## src/rtl/apb2axi_bridge.sv

```systemverilog
// APB slave to AXI4 master bridge: every APB access becomes one single-beat AXI4 transaction.
// Optional APB4 write strobe support is enabled by defining APB2AXI_PSTRB_EN.
module apb2axi_bridge #(
  parameter int unsigned AXI_ADDR_WIDTH = 32,
  parameter int unsigned AXI_ID_WIDTH   = 6,
  parameter int unsigned AXI_USER_WIDTH = 6,
  parameter int unsigned APB_ADDR_WIDTH = 32
) (
  input  logic                      clk_i,
  input  logic                      rst_i,
  input  logic [APB_ADDR_WIDTH-1:0] paddr,
  input  logic [31:0]               pwdata,
  input  logic                      pwrite,
  input  logic                      psel,
  input  logic                      penable,
`ifdef APB2AXI_PSTRB_EN
  input  logic [3:0]                pstrb,
`endif
  output logic [31:0]               prdata,
  output logic                      pready,
  output logic                      pslverr,
  output logic [AXI_ID_WIDTH-1:0]   aw_id,
  output logic [AXI_ADDR_WIDTH-1:0] aw_addr,
  output logic [7:0]                aw_len,
  output logic [2:0]                aw_size,
  output logic [1:0]                aw_burst,
  output logic                      aw_lock,
  output logic [3:0]                aw_cache,
  output logic [2:0]                aw_prot,
  output logic [3:0]                aw_region,
  output logic [3:0]                aw_qos,
  output logic [AXI_USER_WIDTH-1:0] aw_user,
  output logic                      aw_valid,
  input  logic                      aw_ready,
  output logic [31:0]               w_data,
  output logic [3:0]                w_strb,
  output logic                      w_last,
  output logic [AXI_USER_WIDTH-1:0] w_user,
  output logic                      w_valid,
  input  logic                      w_ready,
  input  logic [AXI_ID_WIDTH-1:0]   b_id,
  input  logic [1:0]                b_resp,
  input  logic [AXI_USER_WIDTH-1:0] b_user,
  input  logic                      b_valid,
  output logic                      b_ready,
  output logic [AXI_ID_WIDTH-1:0]   ar_id,
  output logic [AXI_ADDR_WIDTH-1:0] ar_addr,
  output logic [7:0]                ar_len,
  output logic [2:0]                ar_size,
  output logic [1:0]                ar_burst,
  output logic                      ar_lock,
  output logic [3:0]                ar_cache,
  output logic [2:0]                ar_prot,
  output logic [3:0]                ar_region,
  output logic [3:0]                ar_qos,
  output logic [AXI_USER_WIDTH-1:0] ar_user,
  output logic                      ar_valid,
  input  logic                      ar_ready,
  input  logic [AXI_ID_WIDTH-1:0]   r_id,
  input  logic [31:0]               r_data,
  input  logic [1:0]                r_resp,
  input  logic                      r_last,
  input  logic [AXI_USER_WIDTH-1:0] r_user,
  input  logic                      r_valid,
  output logic                      r_ready
);

  typedef enum logic [2:0] {IDLE, WR_REQ, WR_RESP, RD_REQ, RD_RESP, DONE} state_t;

  state_t                    state, state_nxt;
  logic [APB_ADDR_WIDTH-1:0] addr_q;
  logic [31:0]               wdata_q;
  logic                      aw_done, w_done;
  logic                      unused_inputs;

  // Response IDs/user fields and the low response bit carry no information for APB.
  assign unused_inputs = ^{b_id, b_user, r_id, r_user, b_resp[0], r_resp[0]};

  always_ff @(posedge clk_i or posedge rst_i) begin
    if (rst_i) begin
      state   <= IDLE;
      addr_q  <= '0;
      wdata_q <= '0;
      aw_done <= 1'b0;
      w_done  <= 1'b0;
      prdata  <= '0;
      pslverr <= 1'b0;
    end else begin
      state <= state_nxt;
      unique case (state)
        IDLE: if (psel && penable) begin
          addr_q  <= paddr;
          wdata_q <= pwdata;
          aw_done <= 1'b0;
          w_done  <= 1'b0;
          pslverr <= 1'b0;
          if (pwrite) prdata <= '0;
        end
        WR_REQ: begin
          if (aw_valid && aw_ready) aw_done <= 1'b1;
          if (w_valid && w_ready) w_done <= 1'b1;
        end
        WR_RESP: if (b_valid) pslverr <= b_resp[1];
        RD_RESP: if (r_valid) begin
          prdata  <= r_data;
          pslverr <= r_resp[1] | ~r_last;
        end
        default: ;
      endcase
    end
  end

`ifdef APB2AXI_PSTRB_EN
  logic [3:0] strb_q;

  always_ff @(posedge clk_i or posedge rst_i) begin
    if (rst_i) strb_q <= '0;
    else if (state == IDLE && psel && penable) strb_q <= pstrb;
  end

  assign w_strb = strb_q;
`else
  assign w_strb = 4'hF;
`endif

  always_comb begin
    state_nxt = state;
    aw_valid  = 1'b0;
    w_valid   = 1'b0;
    b_ready   = 1'b0;
    ar_valid  = 1'b0;
    r_ready   = 1'b0;
    pready    = 1'b0;
    unique case (state)
      IDLE:    if (psel && penable) state_nxt = pwrite ? WR_REQ : RD_REQ;
      WR_REQ: begin
        aw_valid = ~aw_done;
        w_valid  = ~w_done;
        // Both channels may complete in either order or together.
        if ((aw_done || aw_ready) && (w_done || w_ready)) state_nxt = WR_RESP;
      end
      WR_RESP: begin
        b_ready = 1'b1;
        if (b_valid) state_nxt = DONE;
      end
      RD_REQ: begin
        ar_valid = 1'b1;
        if (ar_ready) state_nxt = RD_RESP;
      end
      RD_RESP: begin
        r_ready = 1'b1;
        if (r_valid) state_nxt = DONE;
      end
      DONE: begin
        pready    = 1'b1;
        state_nxt = IDLE;
      end
      default: state_nxt = IDLE;
    endcase
  end

  assign aw_id     = '0;
  assign aw_addr   = AXI_ADDR_WIDTH'(addr_q);
  assign aw_len    = '0;
  assign aw_size   = 3'b010;
  assign aw_burst  = 2'b01;
  assign aw_lock   = 1'b0;
  assign aw_cache  = '0;
  assign aw_prot   = '0;
  assign aw_region = '0;
  assign aw_qos    = '0;
  assign aw_user   = '0;
  assign w_data    = wdata_q;
  assign w_last    = 1'b1;
  assign w_user    = '0;
  assign ar_id     = '0;
  assign ar_addr   = AXI_ADDR_WIDTH'(addr_q);
  assign ar_len    = '0;
  assign ar_size   = 3'b010;
  assign ar_burst  = 2'b01;
  assign ar_lock   = 1'b0;
  assign ar_cache  = '0;
  assign ar_prot   = '0;
  assign ar_region = '0;
  assign ar_qos    = '0;
  assign ar_user   = '0;

endmodule

```

## config.mk

```make
export PLATFORM = sky130hd
export DESIGN_NAME = apb2axi_bridge
export DESIGN_NICKNAME = d
export VERILOG_FILES = /design/src/rtl/apb2axi_bridge.sv
export SDC_FILE = /design/constraint.sdc
export NUM_CORES = 1
export LEC_CHECK = 0
export CORE_AREA = 3 3 138 140
export CTS_CLUSTER_SIZE = 20
export DETAILED_ROUTE_END_ITERATION = 12
export DIE_AREA = 0 0 141 143
export PLACE_DENSITY = 0.75
export SLEW_MARGIN = 20
export SYNTH_ARGS = -nofsm -noshare
export SYNTH_HDL_FRONTEND = slang
export SYNTH_SLANG_ARGS = --single-unit
```

## constraint.sdc

```tcl
create_clock -name clk_i -period 4.2 [get_ports clk_i]
set_clock_uncertainty 0.2 [all_clocks]
set_input_delay 0.84 -clock clk_i [delete_from_list [all_inputs] [get_ports clk_i]]
set_output_delay 0.84 -clock clk_i [all_outputs]
set_load 0.01 [all_outputs]
```

==> run_summary.xml <==
<?xml version="1.0" encoding="UTF-8"?>
<metrics>
  <group name="flow_run">
    <metric name="timing.max_cap.violations" unit="">0</metric>
  </group>
  <group name="timing">
    <metric name="final_max_slew_viol_count" unit="">0</metric>
    <metric name="worst_pin_slew" unit="ns">0.972</metric>
    <metric name="final_hold_vios" unit="">0</metric>
    <metric name="rsz0062_at_grt" unit="">no</metric>
    <metric name="clock.fmax" unit="MHz">335</metric>
    <metric name="timing.final.crit_share" unit="%">71.2</metric>
    <metric name="setup_total_negative_slack" unit="ns">0</metric>
    <metric name="worst_slew_margin_rel" unit="%">35.2</metric>
    <metric name="setup_violations" unit="">0</metric>
    <metric name="final.min_clock_period" unit="ns">2.99</metric>
  </group>
  <group name="worst_setup_path">
    <metric name="cp_max_fo" unit="">12</metric>
    <metric name="worst_setup_path_end_kind" unit="">primary output</metric>
    <metric name="cpMaxStageDelayCell" unit="">dfrtp_1</metric>
    <metric name="timing_worst_setup_path_type" unit="">reg2out</metric>
    <metric name="worst_ep_required_time" unit="ns">3.16</metric>
    <metric name="sequence_of_cells_on_the_critical_path" unit="">nor2b_1 &gt; and2_1 &gt; clkdlybuf4s50_1</metric>
    <metric name="timing.critical_path.from_type" unit="">flop</metric>
    <metric name="reg2reg_setup_slack" unit="ns">1.66</metric>
    <metric name="delay_of_the_slowest_critical_path_stage" unit="ns">0.60</metric>
    <metric name="arrival" unit="ns">1.95</metric>
  </group>
  <group name="synthesis">
    <metric name="ys_ff_latch" unit="">102</metric>
    <metric name="predominant_post_synthesis_flop_cell" unit="">dfrtp_1</metric>
    <metric name="synthMuxAreaShare" unit="%">14.8</metric>
    <metric name="synth_fa_ha_area_share" unit="%">0</metric>
    <metric name="seq_area_frac_synth" unit="%">51.7</metric>
    <metric name="post_synth.cell_area_avg" unit="um^2">12.9</metric>
    <metric name="synth_compound_gate_area_share" unit="%">8.26</metric>
    <metric name="main_combinational_cell_family_by_area_after_synthesis" unit="">buffers and inverters</metric>
    <metric name="ys_async_sr_fraction" unit="%">100</metric>
    <metric name="post_synth_and_or_nand_nor_area_fraction" unit="%">2.71</metric>
    <metric name="yosys_warnings" unit="">0</metric>
    <metric name="top_cell_type_by_total_area_after_synthesis" unit="">dfrtp_1</metric>
    <metric name="mappedNetlistArea" unit="mm^2">0.00494</metric>
    <metric name="netlist.area_leader.share" unit="%">51.7</metric>
    <metric name="synth-edff-count" unit="">0</metric>
    <metric name="synth_cells" unit="">383</metric>
    <metric name="synth_area_leaders" unit="">dfrtp_1, buf_4, mux2_2</metric>
    <metric name="library_cells_used_by_synthesis" unit="">28</metric>
    <metric name="synth-xor-area-share" unit="%">0</metric>
  </group>
  <group name="detailed_routing">
    <metric name="remaining_drc_errors" unit="">0</metric>
    <metric name="ant_nets" unit="">0</metric>
    <metric name="wire_per_inst" unit="um">14.5</metric>
    <metric name="detailroute.via_count" unit="">3299</metric>
    <metric name="drt_iter0_drc" unit="">116</metric>
    <metric name="drtPass1Iterations" unit="">4</metric>
    <metric name="vias_per_cell" unit="">4.01</metric>
    <metric name="total_routed_wirelength" unit="mm">11.9</metric>
  </group>
  <group name="power">
    <metric name="vdd_ir_drop_max" unit="V">0.000318</metric>
    <metric name="pwr_density_cell" unit="mW/mm^2">715</metric>
    <metric name="total_leakage_power" unit="nW">3.18</metric>
  </group>
  <group name="floorplanning">
    <metric name="placement_rows" unit="">49</metric>
    <metric name="chipWidth" unit="um">141</metric>
    <metric name="initial_core_util" unit="%">27.5</metric>
    <metric name="coreArea" unit="mm^2">0.0180</metric>
    <metric name="fp.dieArea" unit="mm^2">0.0202</metric>
    <metric name="dieHeight" unit="um">143</metric>
    <metric name="num_io_pins" unit="">363</metric>
  </group>
  <group name="placed_design">
    <metric name="place_congestion" unit="">0.732</metric>
    <metric name="placement.io_buffers" unit="">243</metric>
    <metric name="final_hpwl_from_detailed_placement" unit="mm">9.01</metric>
  </group>
  <group name="layout">
    <metric name="layout_common_cells" unit="">clkdlybuf4s50_1, dfrtp_1, conb_1</metric>
    <metric name="sequential_cell_area" unit="mm^2">0.00255</metric>
    <metric name="layout-drive-gt1-share" unit="%">14.5</metric>
    <metric name="area.growth.synth_to_final" unit="%">47.0</metric>
    <metric name="combined_area_of_the_multi_input_logic_cells" unit="mm^2">0.00162</metric>
    <metric name="layout.filler_cells" unit="">1732</metric>
    <metric name="num_antenna_cells" unit="">0</metric>
    <metric name="final_common_cell" unit="">clkdlybuf4s50_1</metric>
    <metric name="layout.core_utilization" unit="%">40.4</metric>
    <metric name="final_layout_net_count" unit="">724</metric>
  </group>
  <group name="cts">
    <metric name="cts-buffers-inserted" unit="">9</metric>
    <metric name="cts.path.max_buffers" unit="">2</metric>
    <metric name="postCtsSetupRepairBufs" unit="">0</metric>
    <metric name="ctsRootBufferMaster" unit="">clkbuf_16</metric>
    <metric name="cts_tree" unit="">yes</metric>
    <metric name="h_tree_levels" unit="">3</metric>
    <metric name="source_to_sink_clock_delay_at_the_later_pin_of_the_worst_skew_pair" unit="ns">0.34</metric>
    <metric name="clkTransAtPathRegs" unit="ns">0.06</metric>
    <metric name="post_cts_resized" unit="">0</metric>
    <metric name="clock_sink_count" unit="">102</metric>
    <metric name="cts-hold-fix-buffers" unit="">0</metric>
  </group>
  <group name="global_route">
    <metric name="gr-usage-all-layers" unit="%">11.3</metric>
    <metric name="first_global_vias" unit="">3287</metric>
    <metric name="largest_net_degree_at_the_start_of_global_routing" unit="">65</metric>
    <metric name="grt_antenna_before_repair" unit="">0</metric>
    <metric name="grt_pass1_wl" unit="mm">17.8</metric>
    <metric name="globalRoute.totalOverflow" unit="">0</metric>
  </group>
  <group name="worst_hold_path">
    <metric name="hp-class" unit="">reg2reg</metric>
  </group>
  <group name="run_status">
    <metric name="run_status" unit="">finished clean</metric>
  </group>
</metrics>
[logic make-up after synthesis]
group	count (synthesis)
AO/OA/AOI/OAI	49
buffers and inverters	145
flip-flops	102
multiplexers	65
other	2
AND/OR/NAND/NOR	20
[power breakdown]
group / internal [W] / leakage, nW / switching, W
Sequential: 0.00147 / 1.25 / 0.000350
Clock: 0.000525 / 0.154 / 0.000367
Combinational: 0.00157 / 1.77 / 0.000905
[sequential cells by signal, indices dropped and copies added, names as in the netlist]
| signal | cells |
|---|---|
| w_done | 1 |
| pslverr | 1 |
| state | 3 |
| aw_done | 1 |
| prdata | 32 |
| ar_addr | 32 |
| w_data | 32 |
[metrics by stage]
step / hold slack [ns] / worst slack [ns] / cells / area [um^2] / total power (W)
global route: 0.316 / 1.08 / 823 / 7250 / 0.00550
CTS: 0.304 / 1.18 / 823 / 7250 / 0.00528
floorplan: 0.315 / 0.485 / 474 / 5280 / 0.00309
detailed placement: 0.282 / 1.02 / 807 / 6940 / 0.00435
global placement: 0.281 / 1.01 / 807 / 6940 / 0.00430
finish: 0.301 / 1.21 / 823 / 7250 / 0.00519
[critical path, delay by kind of cell, from the launching register on]
kind,cells,cell delay [ns]
flip-flops,1,0.60
buffers and inverters,1,0.55
AND/OR/NAND/NOR,2,0.47
[routing by layer]
metal | GRT usage [%] | part of all wire, %
met1 | 12.4 | 39
met2 | 20.5 | 51
met3 | 3.78 | 9.1
met4 | 4.13 | 1.2
met5 | 0 | 0
[layout make-up]
type	count	area share, %
Sequential cell	102	35.2
Timing Repair Buffer	245	33.9
Multi-Input combinational cell	227	22.4
Tap cell	229	3.95
Clock buffer	11	3.21
Clock inverter	5	1.14
Inverter	4	0.241
[cell usage after synthesis, types with 2 or more instances]
| cell | n |
|---|---|
| buf_2 | 5 |
| and2_1 | 3 |
| nor2_1 | 4 |
| a22o_1 | 32 |
| buf_6 | 11 |
| dfrtp_1 | 102 |
| inv_1 | 4 |
| o31ai_1 | 2 |
| a211oi_1 | 2 |
| buf_4 | 125 |
| a21oi_1 | 4 |
| nand2_1 | 4 |
| mux2_2 | 65 |
| conb_1 | 2 |
| o21ai_0 | 5 |
[path summary, 6_finish.rpt]
kind / endpoint / cells after the start / startpoint
hold reg to reg: prdata[1]$_DFFE_PP0P_ / 1 / prdata[1]$_DFFE_PP0P_
hold / removal: prdata[1]$_DFFE_PP0P_ / 1 / prdata[1]$_DFFE_PP0P_
max in group asynchronous: w_data[27]$_DFFE_PP0P_ / 3 / rst_i
min in group asynchronous: prdata[9]$_DFFE_PP0P_ / 2 / rst_i
setup / recovery: ar_valid / 3 / state[1]$_DFFE_PP0P_
setup reg to reg: w_data[31]$_DFFE_PP0P_ / 3 / state[2]$_DFFE_PP0P_
Power figures use the tool's default switching activity.
